$ cat src/rtl/coreabc_ram_fifo_ctrl_if.sv
// coreabc_ram_fifo_ctrl_if: client handshake, status and RAM port bundle for the 256x8 FIFO controller.
interface coreabc_ram_fifo_ctrl_if;
    logic       PUSH;
    logic [7:0] PUSH_DATA;
    logic       POP;
    logic [7:0] POP_DATA;
    logic       POP_VALID;
    logic       FULL;
    logic       EMPTY;
    logic       AFULL;
    logic       AEMPTY;
    logic [8:0] COUNT;
    logic       OVERFLOW;
    logic       UNDERFLOW;
    logic       ERR_CLR;
    logic       RAM_WEN;
    logic       RAM_REN;
    logic [7:0] RAM_WADDR;
    logic [7:0] RAM_RADDR;
    logic [7:0] RAM_WD;
    logic [7:0] RAM_RD;

    modport master (
        output PUSH, PUSH_DATA, POP, ERR_CLR,
        input  POP_DATA, POP_VALID, FULL, EMPTY, AFULL, AEMPTY, COUNT, OVERFLOW, UNDERFLOW
    );

    modport slave (
        input  PUSH, PUSH_DATA, POP, ERR_CLR, RAM_RD,
        output POP_DATA, POP_VALID, FULL, EMPTY, AFULL, AEMPTY, COUNT, OVERFLOW, UNDERFLOW,
        output RAM_WEN, RAM_REN, RAM_WADDR, RAM_RADDR, RAM_WD
    );
endinterface

$ cat src/rtl/coreabc_ram_fifo_ctrl.sv
// coreabc_ram_fifo_ctrl: 256x8 FIFO controller driving the CoreABC dual-address RAM.
// Define COREABC_FIFO_STICKY_ERR_EN for sticky OVERFLOW/UNDERFLOW cleared by ERR_CLR.
module coreabc_ram_fifo_ctrl #(
    parameter int AFULL_THRESH  = 192,
    parameter int AEMPTY_THRESH = 64
) (
    input logic                    PCLK,
    input logic                    PRESETN,
    coreabc_ram_fifo_ctrl_if.slave bus
);
    localparam logic [8:0] afull_lvl  = 9'(AFULL_THRESH);
    localparam logic [8:0] aempty_lvl = 9'(AEMPTY_THRESH);

    logic [7:0] wptr, rptr;
    logic [8:0] count, count_nxt;
    logic       full, empty, afull, aempty;
    logic       pop_valid, overflow, underflow;
    logic       push_ok, pop_ok, push_rej, pop_rej;

    // Acceptance uses registered flags, so a full FIFO never writes the slot being read
    always_comb begin
        push_ok   = bus.PUSH & ~full;
        pop_ok    = bus.POP & ~empty;
        push_rej  = bus.PUSH & full;
        pop_rej   = bus.POP & empty;
        count_nxt = count + 9'(push_ok) - 9'(pop_ok);
    end

    assign bus.RAM_WEN   = push_ok;
    assign bus.RAM_WADDR = wptr;
    assign bus.RAM_WD    = bus.PUSH_DATA;
    assign bus.RAM_REN   = pop_ok;
    assign bus.RAM_RADDR = rptr;
    assign bus.POP_DATA  = bus.RAM_RD;
    assign bus.POP_VALID = pop_valid;
    assign bus.FULL      = full;
    assign bus.EMPTY     = empty;
    assign bus.AFULL     = afull;
    assign bus.AEMPTY    = aempty;
    assign bus.COUNT     = count;
    assign bus.OVERFLOW  = overflow;
    assign bus.UNDERFLOW = underflow;

`ifndef COREABC_FIFO_STICKY_ERR_EN
    logic unused_err_clr;
    assign unused_err_clr = bus.ERR_CLR;
`endif

    always_ff @(posedge PCLK) begin
        if (!PRESETN) begin
            wptr      <= '0;
            rptr      <= '0;
            count     <= '0;
            full      <= 1'b0;
            empty     <= 1'b1;
            afull     <= 1'b0;
            aempty    <= 1'b1;
            pop_valid <= 1'b0;
            overflow  <= 1'b0;
            underflow <= 1'b0;
        end else begin
            wptr      <= wptr + 8'(push_ok);
            rptr      <= rptr + 8'(pop_ok);
            count     <= count_nxt;
            full      <= count_nxt == 9'd256;
            empty     <= count_nxt == 9'd0;
            afull     <= count_nxt >= afull_lvl;
            aempty    <= count_nxt <= aempty_lvl;
            pop_valid <= pop_ok;
`ifdef COREABC_FIFO_STICKY_ERR_EN
            overflow  <= push_rej | (overflow & ~bus.ERR_CLR);
            underflow <= pop_rej | (underflow & ~bus.ERR_CLR);
`else
            overflow  <= push_rej;
            underflow <= pop_rej;
`endif
        end
    end
endmodule

$ cat src/flat_wrapper.sv
// flat-port wrapper written by rule: the top's interface ports become plain ports
module coreabc_ram_fifo_ctrl_flat 
#(
    parameter int AFULL_THRESH  = 192,
    parameter int AEMPTY_THRESH = 64
)
  (PCLK, PRESETN, bus_PUSH, bus_PUSH_DATA, bus_POP, bus_ERR_CLR, bus_RAM_RD, bus_POP_DATA, bus_POP_VALID, bus_FULL, bus_EMPTY, bus_AFULL, bus_AEMPTY, bus_COUNT, bus_OVERFLOW, bus_UNDERFLOW, bus_RAM_WEN, bus_RAM_REN, bus_RAM_WADDR, bus_RAM_RADDR, bus_RAM_WD);
  coreabc_ram_fifo_ctrl_if bus_i ();
  input logic PCLK;
  input logic PRESETN;
  input wire logic [$bits(bus_i.PUSH)-1:0] bus_PUSH;
  input wire logic [$bits(bus_i.PUSH_DATA)-1:0] bus_PUSH_DATA;
  input wire logic [$bits(bus_i.POP)-1:0] bus_POP;
  input wire logic [$bits(bus_i.ERR_CLR)-1:0] bus_ERR_CLR;
  input wire logic [$bits(bus_i.RAM_RD)-1:0] bus_RAM_RD;
  output wire logic [$bits(bus_i.POP_DATA)-1:0] bus_POP_DATA;
  output wire logic [$bits(bus_i.POP_VALID)-1:0] bus_POP_VALID;
  output wire logic [$bits(bus_i.FULL)-1:0] bus_FULL;
  output wire logic [$bits(bus_i.EMPTY)-1:0] bus_EMPTY;
  output wire logic [$bits(bus_i.AFULL)-1:0] bus_AFULL;
  output wire logic [$bits(bus_i.AEMPTY)-1:0] bus_AEMPTY;
  output wire logic [$bits(bus_i.COUNT)-1:0] bus_COUNT;
  output wire logic [$bits(bus_i.OVERFLOW)-1:0] bus_OVERFLOW;
  output wire logic [$bits(bus_i.UNDERFLOW)-1:0] bus_UNDERFLOW;
  output wire logic [$bits(bus_i.RAM_WEN)-1:0] bus_RAM_WEN;
  output wire logic [$bits(bus_i.RAM_REN)-1:0] bus_RAM_REN;
  output wire logic [$bits(bus_i.RAM_WADDR)-1:0] bus_RAM_WADDR;
  output wire logic [$bits(bus_i.RAM_RADDR)-1:0] bus_RAM_RADDR;
  output wire logic [$bits(bus_i.RAM_WD)-1:0] bus_RAM_WD;
  assign bus_i.PUSH = bus_PUSH;
  assign bus_i.PUSH_DATA = bus_PUSH_DATA;
  assign bus_i.POP = bus_POP;
  assign bus_i.ERR_CLR = bus_ERR_CLR;
  assign bus_i.RAM_RD = bus_RAM_RD;
  assign bus_POP_DATA = bus_i.POP_DATA;
  assign bus_POP_VALID = bus_i.POP_VALID;
  assign bus_FULL = bus_i.FULL;
  assign bus_EMPTY = bus_i.EMPTY;
  assign bus_AFULL = bus_i.AFULL;
  assign bus_AEMPTY = bus_i.AEMPTY;
  assign bus_COUNT = bus_i.COUNT;
  assign bus_OVERFLOW = bus_i.OVERFLOW;
  assign bus_UNDERFLOW = bus_i.UNDERFLOW;
  assign bus_RAM_WEN = bus_i.RAM_WEN;
  assign bus_RAM_REN = bus_i.RAM_REN;
  assign bus_RAM_WADDR = bus_i.RAM_WADDR;
  assign bus_RAM_RADDR = bus_i.RAM_RADDR;
  assign bus_RAM_WD = bus_i.RAM_WD;
  coreabc_ram_fifo_ctrl #(.AFULL_THRESH(AFULL_THRESH), .AEMPTY_THRESH(AEMPTY_THRESH)) u_core (.PCLK(PCLK), .PRESETN(PRESETN), .bus(bus_i));
endmodule
$ cat config.mk
export PLATFORM = sky130hd
export DESIGN_NAME = coreabc_ram_fifo_ctrl_flat
export DESIGN_NICKNAME = d
export VERILOG_FILES = /design/src/rtl/coreabc_ram_fifo_ctrl_if.sv /design/src/rtl/coreabc_ram_fifo_ctrl.sv /design/src/flat_wrapper.sv
export SDC_FILE = /design/constraint.sdc
export NUM_CORES = 1
export LEC_CHECK = 0
export CORE_MARGIN = 2
export CORE_UTILIZATION = 40
export CTS_CLUSTER_SIZE = 28
export DETAILED_ROUTE_END_ITERATION = 8
export PLACE_DENSITY = 0.75
export SKIP_LAST_GASP = 1
export SYNTH_ARGS = -nofsm -noshare
export SYNTH_HDL_FRONTEND = slang
export SYNTH_SLANG_ARGS = --single-unit
export TNS_END_PERCENT = 5
$ cat constraint.sdc
create_clock -name PCLK -period 4.9 [get_ports PCLK]
set_clock_uncertainty 0.2 [all_clocks]
set_input_delay 1.47 -clock PCLK [delete_from_list [all_inputs] [get_ports PCLK]]
set_output_delay 1.47 -clock PCLK [all_outputs]
set_load 0.005 [all_outputs]
==> metrics.md, run 1 <==
| Metric | Value |
|---|---|
| Status | `finished, final reports clean` |
| WP buf/inv | `2` |
| Maxcap violations | `0` |
| First-pass iteration count of the detailed router | `4` |
| PwrDens | `~600 nW/um2` |
| Tmin final | `4500 ps` |
| Worst path max stage delay | `~560 ps` |
| Leading post-synthesis cells by cell area | `dfxtp_1 (39%), ha_1 (9.1%), buf_4 (7.3%), xor2_1 (5.3%), nor2_1 (4.8%)` |
| Peak supply drop | `approximately 0.00023 V` |
| Die height | `~68 um` |
| Vias/cell | `about 5` |
| Post-Layout Cell Count | `around 260` |
| CP max FO | `3` |
| Post-synth EDFFs | `0` |
| Main synth FF type | `dfxtp_1` |
| Synth Instances | `179` |
| Hold Worst Slack | `305 ps` |
| H-Tree Depth | `2` |
| Syn avg cell area | `just over 9 um2` |
| Worst r2r src | `u_core.bus.EMPTY` |
| CP most frequent cell | `clkdlybuf4s50_1` |
| Reg clk slew, reported paths | `70 ps` |
| Initial Util | `between 40% and 50%` |
| Initial antenna violation count | `0` |
| DR WL/cell | `~12 um` |
| Layout cells sized above 1 | `~7.7%` |
| Clock Sink Count | `32` |
| Placed cells | `around 250` |
| CTS max path bufs | `2` |
| Worst Max-Slew Pin Slew | `~530 ps` |
| CP endpoint kind | `primary output` |
| Async SR Flop Fraction | `0%` |
| Number of routed nets with antenna violations | `0` |
| Share of Yosys cell area claimed by the top area cell type | `about 40%` |
| Nets | `240` |
| GR Util met2 | `between 20% and 30%` |
| Final period utilization | `between 90 and 100%` |
| Cell with the most instances after synthesis | `dfxtp_1` |
| Nature of the critical path startpoint | `input pin` |
| Number of global-route vias before repair | `about 1,200` |
| Hold_buf cts | `0` |
| HP Start | `u_core.bus.FULL` |
| CORE AREA | `just under 4000 um2` |
| CP delay by family, top | `buffers and inverters` |
| Synth cell count leaders | `dfxtp_1 (32), nor2_1 (21), buf_4 (16), inv_1 (16), ha_1 (12)` |
| DR DRC count | `0` |
| I/O Pins | `between 70 and 80` |
| Die area | `roughly 4600 um2` |
| CTS root buf | `clkbuf_8` |
| Post-layout util | `52.1%` |
| DRT Wirelength | `3210 um` |
| Clock power share | `20.6%` |
| Required @ worst endpoint | `roughly 3200 ps` |
| Sw Pwr | `roughly 470 uW` |
| P_int | `753 uW` |
| Critical path cell sequence | `clkdlybuf4s50_1 -> nor2b_1 -> clkdlybuf4s50_1` |
| Area after DPL | `between 1500 and 2000 um2` |
| Worst path arrival time | `2830 ps` |
| Congestion Overflow GR | `0` |
| Gr usage total | `between 10% and 20%` |
| Comb pwr share | `just over 50%` |
| Slowest stage cell, crit path | `clkdlybuf4s50_1` |
| FMAX | `between 200 and 250 MHz` |
| Row cnt | `23` |
| Clock buffer count from CTS | `5` |
| Pre-CTS setup slack | `268 ps` |
| I/O Buffers | `37` |
| Lkg Pwr | `approximately 0.86 nW` |
| First-pass GRT wire length | `around 5400 um` |
| Post_cts resized | `0` |
| DP HPWL | `about 2400 um` |
| Hold Path Depth | `1` |
| Post-Syn Nets | `approximately 210` |
| Die X | `roughly 70 um` |
| TNS Setup | `0 ps` |
| # diodes | `0` |
| Worst-Skew Late Latency | `~290 ps` |
| Worst R2R Path Depth | `12` |
| Largest net degree at the start of global routing | `17` |
| Ys Warns | `0` |
| Final worst slack | `403 ps` |
| M3 GR Usage | `5.92%` |
| RSZ-0062 raised after global routing | `false` |
| Sequential area share after synthesis | `about 40%` |
| Finished Cell Area | `2070 um2` |
| Pins Over Slew Limit | `0` |
| CTS tree | `done` |
| Sequential power share | `about 28%` |
| Post-CTS Repair Setup Buffers | `0` |
| Gr busiest metal | `met2` |
| Switching share of power | `38.3%` |
| Crit path from | `bus_PUSH` |
| Routability Congestion | `about 0.72` |
| Area Growth Syn to Fin | `25.5%` |
| Area leader, netlist | `dfxtp_1` |
| Vias post-DR | `1,259` |
| Initial detailed-routing violation count | `45` |
| Final hold violations | `0` |
| PnR Total Power | `1.22 mW` |
| M1 GR Usage | `between 10% and 20%` |
| Hold/Removal Path Class | `flip-flop to flip-flop` |
| Relative slew slack | `between 60% and 70%` |
| Finish-stage setup viols | `0` |
| FF+latch count, synth | `32` |
| Synthesized area | `between 1500 and 2000 um2` |
| WP depth | `3` |
| Netlist cell types | `34` |
| Setup CP Type | `input pin to primary output` |
==> state kept, by name, indices dropped and copies added (netlist names) <==
register / cells
u_core.bus.OVERFLOW: 1
u_core.bus.FULL: 1
u_core.bus.AEMPTY: 1
u_core.bus.AFULL: 1
u_core.bus.EMPTY: 1
u_core.bus.UNDERFLOW: 1
u_core.bus.POP_VALID: 1
u_core.bus.RAM_RADDR: 8
u_core.bus.RAM_WADDR: 8
u_core.bus.COUNT: 9
==> layout make-up <==
type,count,area (um2)
well taps,50,62.6
fillers,380,1900
clock buffers,6,72.6
clock inverters,2,35.0
repair buffers,38,378
flip-flops and latches,32,641
inverters,16,60.1
multi-input cells,113,820
==> kinds of logic (layout without fill, tap and decap cells) <==
group,Yosys count,count (layout),synth area share (%)
AND/OR/NAND/NOR,61,61,20.0
flip-flops,32,32,38.9
AO/OA/AOI/OAI,20,20,9.26
XOR/XNOR,19,19,10.1
adder cells (fa/ha/maj),13,13,10.3
buffers and inverters,34,62,11.4
==> final timing paths <==
path                          to  slack (ps)
max                  bus_RAM_WEN         400
min          u_core.bus.OVERFLOW         300
max reg2reg    u_core.bus.AEMPTY        1920
min reg2reg  u_core.bus.OVERFLOW         300
==> power groups by stage <==
stage                     clock network [mW]  logic, mW  registers [mW]
after floorplan                            0      0.465           0.342
after detailed placement                   0      0.630           0.342
after CTS                              0.260      0.634           0.336
after global routing                   0.271      0.715           0.341
after global placement                     0      0.607           0.341
final                                  0.251      0.633           0.335
==> layout by cell type (no fill, tap or decap), types with 2 or more instances in the layout <==
cell type,synthesis,layout
and3_1,6,6
clkdlybuf4s50_1,0,37
o21ai_1,3,3
o21a_1,2,2
xor2_1,10,10
clkbuf_8,0,5
nor2_1,21,21
dfxtp_1,32,32
and2_1,10,10
nor3_1,3,3
o21ai_0,2,2
nor2b_1,2,2
ha_1,12,12
xnor2_1,9,9
nand3_1,9,9
nand2_1,3,3
a21oi_1,5,5
inv_1,16,16
==> metal layers <==
layer  vias up  wire (um)  share of wire, %
met5         -          0                 0
met1       593       1380                43
met4         0         61               1.9
met2        33       1560                49
met3         5        203               6.3
li1        628          -                 -
No activity file was read; power rests on OpenSTA's default activity.
==> inputs of run 2 (changes only) <==
CORE_MARGIN = unset   (was 2)
GPL_TIMING_DRIVEN = 0   (was unset)
==> run 2 against run 1 <==
- flip-flop and latch count stayed put
- combinational power is 0.6% higher
- power is 4.8% lower
- count of clock-buffer cells in the layout stayed put
- register-to-register slack worse by 110 ps
- first-iteration DRC count is 22% lower
- sequential share of layout area is 3.3 points lower
- maximum frequency is 1.3% lower
- design area is 12% higher
- global-route usage is 0.38 points higher
- largest cell class unchanged
==> metrics.md, run 2 (synthesized netlist as in run 1, its figures left out) <==
| Metric | Value |
|---|---|
| Status | `finished, final reports clean` |
| Flop2flop setup slack | `about 1800 ps` |
| Post_cts resized | `0` |
| Commonest cells after routing, fill and taps aside | `clkdlybuf4s50_1 (53), dfxtp_1 (32), nor2_1 (21)` |
| Initial antenna violation count | `0` |
| Worst R2R Path Depth | `12` |
| CTS root buf | `clkbuf_8` |
| First-pass GRT wire length | `roughly 5300 um` |
| CTS tree | `done` |
| CORE AREA | `approximately 3800 um2` |
| Largest net degree at the start of global routing | `11` |
| WP buf/inv | `2` |
| DP HPWL | `between 2000 and 3000 um` |
| PnR Total Power | `~1.2 mW` |
| Clock buffer count from CTS | `5` |
| Peak supply drop | `~0.00033 V` |
| FMAX | `219 MHz` |
| First-pass iteration count of the detailed router | `4` |
| Worst path max stage delay | `around 580 ps` |
| Final period utilization | `between 90 and 100%` |
| Crit path from | `bus_POP` |
| CP delay by family, top | `buffers and inverters` |
| Congestion Overflow GR | `0` |
| Pins Over Slew Limit | `0` |
| Final-layout fill cell count | `about 370` |
| Vias/cell | `slightly below 5` |
| PwrDens | `~500 nW/um2` |
| Required @ worst endpoint | `about 3200 ps` |
| Die X | `~66 um` |
| Lkg Pwr | `0.986 nW` |
| RSZ-0062 raised after global routing | `false` |
| CP endpoint kind | `primary output` |
| Tmin final | `between 4000 and 5000 ps` |
| Maxcap violations | `0` |
| WP depth | `3` |
| Row cnt | `22` |
| Storage element area | `around 640 um2` |
| I/O Pins | `71` |
| Most common cell after layout, fill and taps aside | `clkdlybuf4s50_1` |
| Worst Max-Slew Pin Slew | `between 400 and 500 ps` |
| Slowest stage cell, crit path | `clkdlybuf4s50_1` |
| Hold Path Depth | `1` |
| Gr usage total | `around 16%` |
| DR WL/cell | `about 11 um` |
| Initial Util | `a little over two fifths` |
| Multi-input combinational cell area | `~820 um2` |
| Max reg flops | `9` |
| DR DRC count | `0` |
| TNS Setup | `0 ps` |
| Worst path arrival time | `2890 ps` |
| Die area | `approximately 4400 um2` |
| Initial detailed-routing violation count | `35` |
| Number of global-route vias before repair | `between 1,000 and 1,500` |
| Nets | `roughly 270` |
| I/O Buffers | `between 50 and 60` |
| Die height | `approximately 66 um` |
| Hold_buf cts | `0` |
| Routability Congestion | `between 0.8 and 0.9` |
| Critical path cell sequence | `clkdlybuf4s50_1 -> nor2b_1 -> clkdlybuf4s50_1` |
| Reg clk slew, reported paths | `approximately 60 ps` |
| Worst r2r src | `u_core.bus.EMPTY` |
| Worst-Skew Late Latency | `280 ps` |
| Hold/Removal Path Class | `flip-flop to flip-flop` |
| Layout cells sized above 1 | `roughly 13%` |
| Vias post-DR | `about 1,400` |
| Setup CP Type | `input pin to primary output` |
| Area after DPL | `~2200 um2` |
| HP Start | `u_core.bus.FULL` |
| CTS max path bufs | `2` |
| CP most frequent cell | `clkdlybuf4s50_1` |
| CP max FO | `5` |
| Clock Sink Count | `32` |
| DRT Wirelength | `3260 um` |
| Finish-stage setup viols | `0` |
| Final hold violations | `0` |
| Post-CTS Repair Setup Buffers | `0` |
| Finished Cell Area | `2320 um2` |
| # diodes | `0` |
| Relative slew slack | `about two thirds` |
| Nature of the critical path startpoint | `input pin` |
| Area Growth Syn to Fin | `40.5%` |
| Number of routed nets with antenna violations | `0` |
| H-Tree Depth | `2` |
## run 2: cell count changes in the layout (fill, tap and decap cells not counted), sizes merged
cell,before,now
clkdlybuf4s50,37,53
bufinv,1,0
buf,1,16
clkbuf,6,8
## run 2: area by class of cell
class / count / area share [%]
multi-input cells: 113 / 35.4
flip-flops and latches: 32 / 27.7
repair buffers: 53 / 22.9
plain buffers: 18 / 5.51
clock buffers: 6 / 3.13
inverters: 16 / 2.59
well taps: 48 / 2.59
clock inverters: 1 / 0.216
## run 2: worst paths after layout
kind	endpoint
worst max register to register	u_core.bus.EMPTY
worst min-delay path	u_core.bus.OVERFLOW
worst max-delay path	bus_RAM_REN
worst min register to register	u_core.bus.OVERFLOW
## run 2: metrics by stage
| step | hold slack [ps] | cells | setup slack [ps] | util (%) |
|---|---|---|---|---|
| floorplan | 291 | 179 | 923 | - |
| global placement | 285 | 280 | 172 | 58.9 |
| global route | 306 | 287 | 169 | 61.0 |
| finish | 296 | 287 | 342 | 61.0 |
| detailed placement | 288 | 280 | 132 | 58.9 |
| CTS | 297 | 287 | 337 | 61.0 |
## run 2: per-layer routing
layer | global-route usage, % | part of all wire [%] | up-vias
met2 | 26.1 | 45 | 56
met3 | 6.38 | 7.2 | 7
met5 | 0 | 0 | -
met1 | 19.3 | 46 | 619
li1 | - | - | 697
met4 | 7.18 | 1.7 | 0
## run 2: report_power, final
part / leakage [nW] / internal, mW / switching, mW / total (mW)
Combinational: 0.683 / 0.313 / 0.324 / 0.637
Clock: 0.0410 / 0.0963 / 0.0919 / 0.188
Sequential: 0.262 / 0.307 / 0.0287 / 0.335
==> inputs of run 3 (changes only) <==
CELL_PAD_IN_SITES_DETAIL_PLACEMENT = 1   (was unset)
CELL_PAD_IN_SITES_GLOBAL_PLACEMENT = 2   (was unset)
CORE_UTILIZATION = 25   (was 40)
PLACE_DENSITY = 0.82   (was 0.75)
SETUP_SLACK_MARGIN = 0.2   (was unset)
==> run 3 against run 2 <==
- sequential power hardly changed
- worst hold slack improved by 8.6 ps
- non-clock buffer count did not move
- maximum frequency up 1.7%
- final cell count increased by 10%
- register-to-register slack improved by 50 ps
- setup slack improved by 75 ps
- wire length increased by 16%
- core utilization down 23 points
- flip-flop and latch count unchanged
- critical path type unchanged
- combinational power grew 3.1%
- critical path depth did not move
==> metrics.md, run 3 (synthesized netlist as in run 1, its figures left out) <==
| Metric | Value |
|---|---|
| Post-layout util | `a little under two fifths` |
| Initial detailed-routing violation count | `19` |
| CORE AREA | `around 6300 um2` |
| Initial Util | `approximately 26%` |
| Number of routed nets with antenna violations | `0` |
| Placed cells | `around 300` |
| # diodes | `0` |
| Die area | `around 7000 um2` |
| Reg clk slew, reported paths | `about 70 ps` |
| Comb pwr share | `between 50% and 60%` |
| Die X | `slightly above 80 um` |
| Clock buffer count from CTS | `5` |
| PnR Total Power | `approximately 1.2 mW` |
| Final worst slack | `approximately 420 ps` |
| PwrDens | `522 nW/um2` |
| Hold Worst Slack | `roughly 300 ps` |
| Lkg Pwr | `about 1 nW` |
| RSZ-0062 raised after global routing | `false` |
| CTS root buf | `clkbuf_8` |
| CTS max path bufs | `2` |
| Gr usage total | `about an eighth` |
| Maxcap violations | `0` |
| Worst-Skew Late Latency | `approximately 290 ps` |
| Commonest cells after routing, fill and taps aside | `clkdlybuf4s50_1 (53), dfxtp_1 (32), nor2_1 (21)` |
| Post-Layout Cell Count | `roughly 320` |
| Setup CP Type | `input pin to primary output` |
| Finish-stage setup viols | `0` |
| I/O Pins | `just over 70` |
| Max reg flops | `9` |
| Relative slew slack | `66.8%` |
| CP max FO | `3` |
| Most common cell after layout, fill and taps aside | `clkdlybuf4s50_1` |
| Initial antenna violation count | `0` |
| CTS tree | `done` |
| Tmin final | `approximately 4500 ps` |
| Largest net degree at the start of global routing | `11` |
| First-pass GRT wire length | `between 6000 and 7000 um` |
| Die height | `slightly above 80 um` |
| Nature of the critical path startpoint | `input pin` |
| Flop2flop setup slack | `between 1500 and 2000 ps` |
| Hold_buf cts | `0` |
| Final-layout fill cell count | `745` |
| Layout cells sized above 1 | `between 10% and 20%` |
| Routability Congestion | `0.689` |
| First-pass iteration count of the detailed router | `4` |
| Worst Max-Slew Pin Slew | `497 ps` |
| Final hold violations | `0` |
| Area Growth Syn to Fin | `44.7%` |
| P_int | `roughly 770 uW` |
| Nets | `273` |
| H-Tree Depth | `2` |
| I/O Buffers | `between 50 and 60` |
| DP HPWL | `~3000 um` |
| CP endpoint kind | `primary output` |
| Final period utilization | `between 90 and 100%` |
| Pre-CTS setup slack | `~63 ps` |
| Pins Over Slew Limit | `0` |
| Switching share of power | `38.0%` |
| DRT Wirelength | `3800 um` |
| Number of global-route vias before repair | `roughly 1,400` |
| Peak supply drop | `0.000216 V` |
| Sequential power share | `approximately 27%` |
| Vias post-DR | `roughly 1,400` |
| Required @ worst endpoint | `3230 ps` |
| Status | `finished, final reports clean` |
| Finished Cell Area | `between 2000 and 2500 um2` |
| DR DRC count | `0` |
| Area after DPL | `approximately 2300 um2` |
| DR WL/cell | `12.0 um` |
| TNS Setup | `0 ps` |
| Sw Pwr | `between 400 and 500 uW` |
| Clock Sink Count | `32` |
| FMAX | `around 220 MHz` |
| Worst path arrival time | `between 2000 and 3000 ps` |
| Congestion Overflow GR | `0` |
| Clock power share | `roughly 20%` |
| Hold/Removal Path Class | `flip-flop to flip-flop` |
| Row cnt | `29` |
| Vias/cell | `~4.4` |
run 3: cell types whose count changed in the layout (fill, tap and decap cells not counted):
cell / previous run / this run
bufinv_16: 0 / 1
nor2b_1: 2 / 1
nor2b_2: 0 / 1
run 3: area by class of cell:
class / count / area [um2] / share of cell area, %
timing repair buffer: 53 / 531 / 22.2
inverter: 16 / 60.1 / 2.52
tap: 77 / 96.3 / 4.04
buffer: 18 / 128 / 5.35
multi-input combinational: 113 / 822 / 34.5
clock inverter: 2 / 35.0 / 1.47
sequential: 32 / 641 / 26.9
clock buffer: 6 / 72.6 / 3.04
run 3: timing repair:
item / in CTS / in global routing
setup buffers: 0 / 0
endpoints found under the setup margin: 0 / 3
gates resized for setup: 0 / 1
run 3: power groups by stage:
stage | Sequential [mW] | Clock [mW] | Combinational [mW]
CTS | 0.337 | 0.262 | 0.668
global placement | 0.343 | 0 | 0.649
global route | 0.342 | 0.272 | 0.745
detailed placement | 0.342 | 0 | 0.664
finish | 0.336 | 0.252 | 0.657
floorplan | 0.342 | 0 | 0.465
run 3: layer usage:
metal	share of wire [%]	GRT usage, %
met1	47	15.6
met2	46	18.5
met3	6.2	3.58
met4	1.4	5.02
met5	0	0
run 3: final timing paths:
| path | start | to | cells after the start |
|---|---|---|---|
| setup / recovery | bus_PUSH | bus_RAM_WEN | 3 |
| hold / removal | u_core.bus.FULL | u_core.bus.OVERFLOW | 1 |
| setup reg to reg | u_core.bus.EMPTY | u_core.bus.FULL | 12 |
| hold reg to reg | u_core.bus.FULL | u_core.bus.OVERFLOW | 1 |
run 3: critical path: stages:
cell	delay [ps]
clkdlybuf4s50_1	470
nor2b_1	290
clkdlybuf4s50_1	580
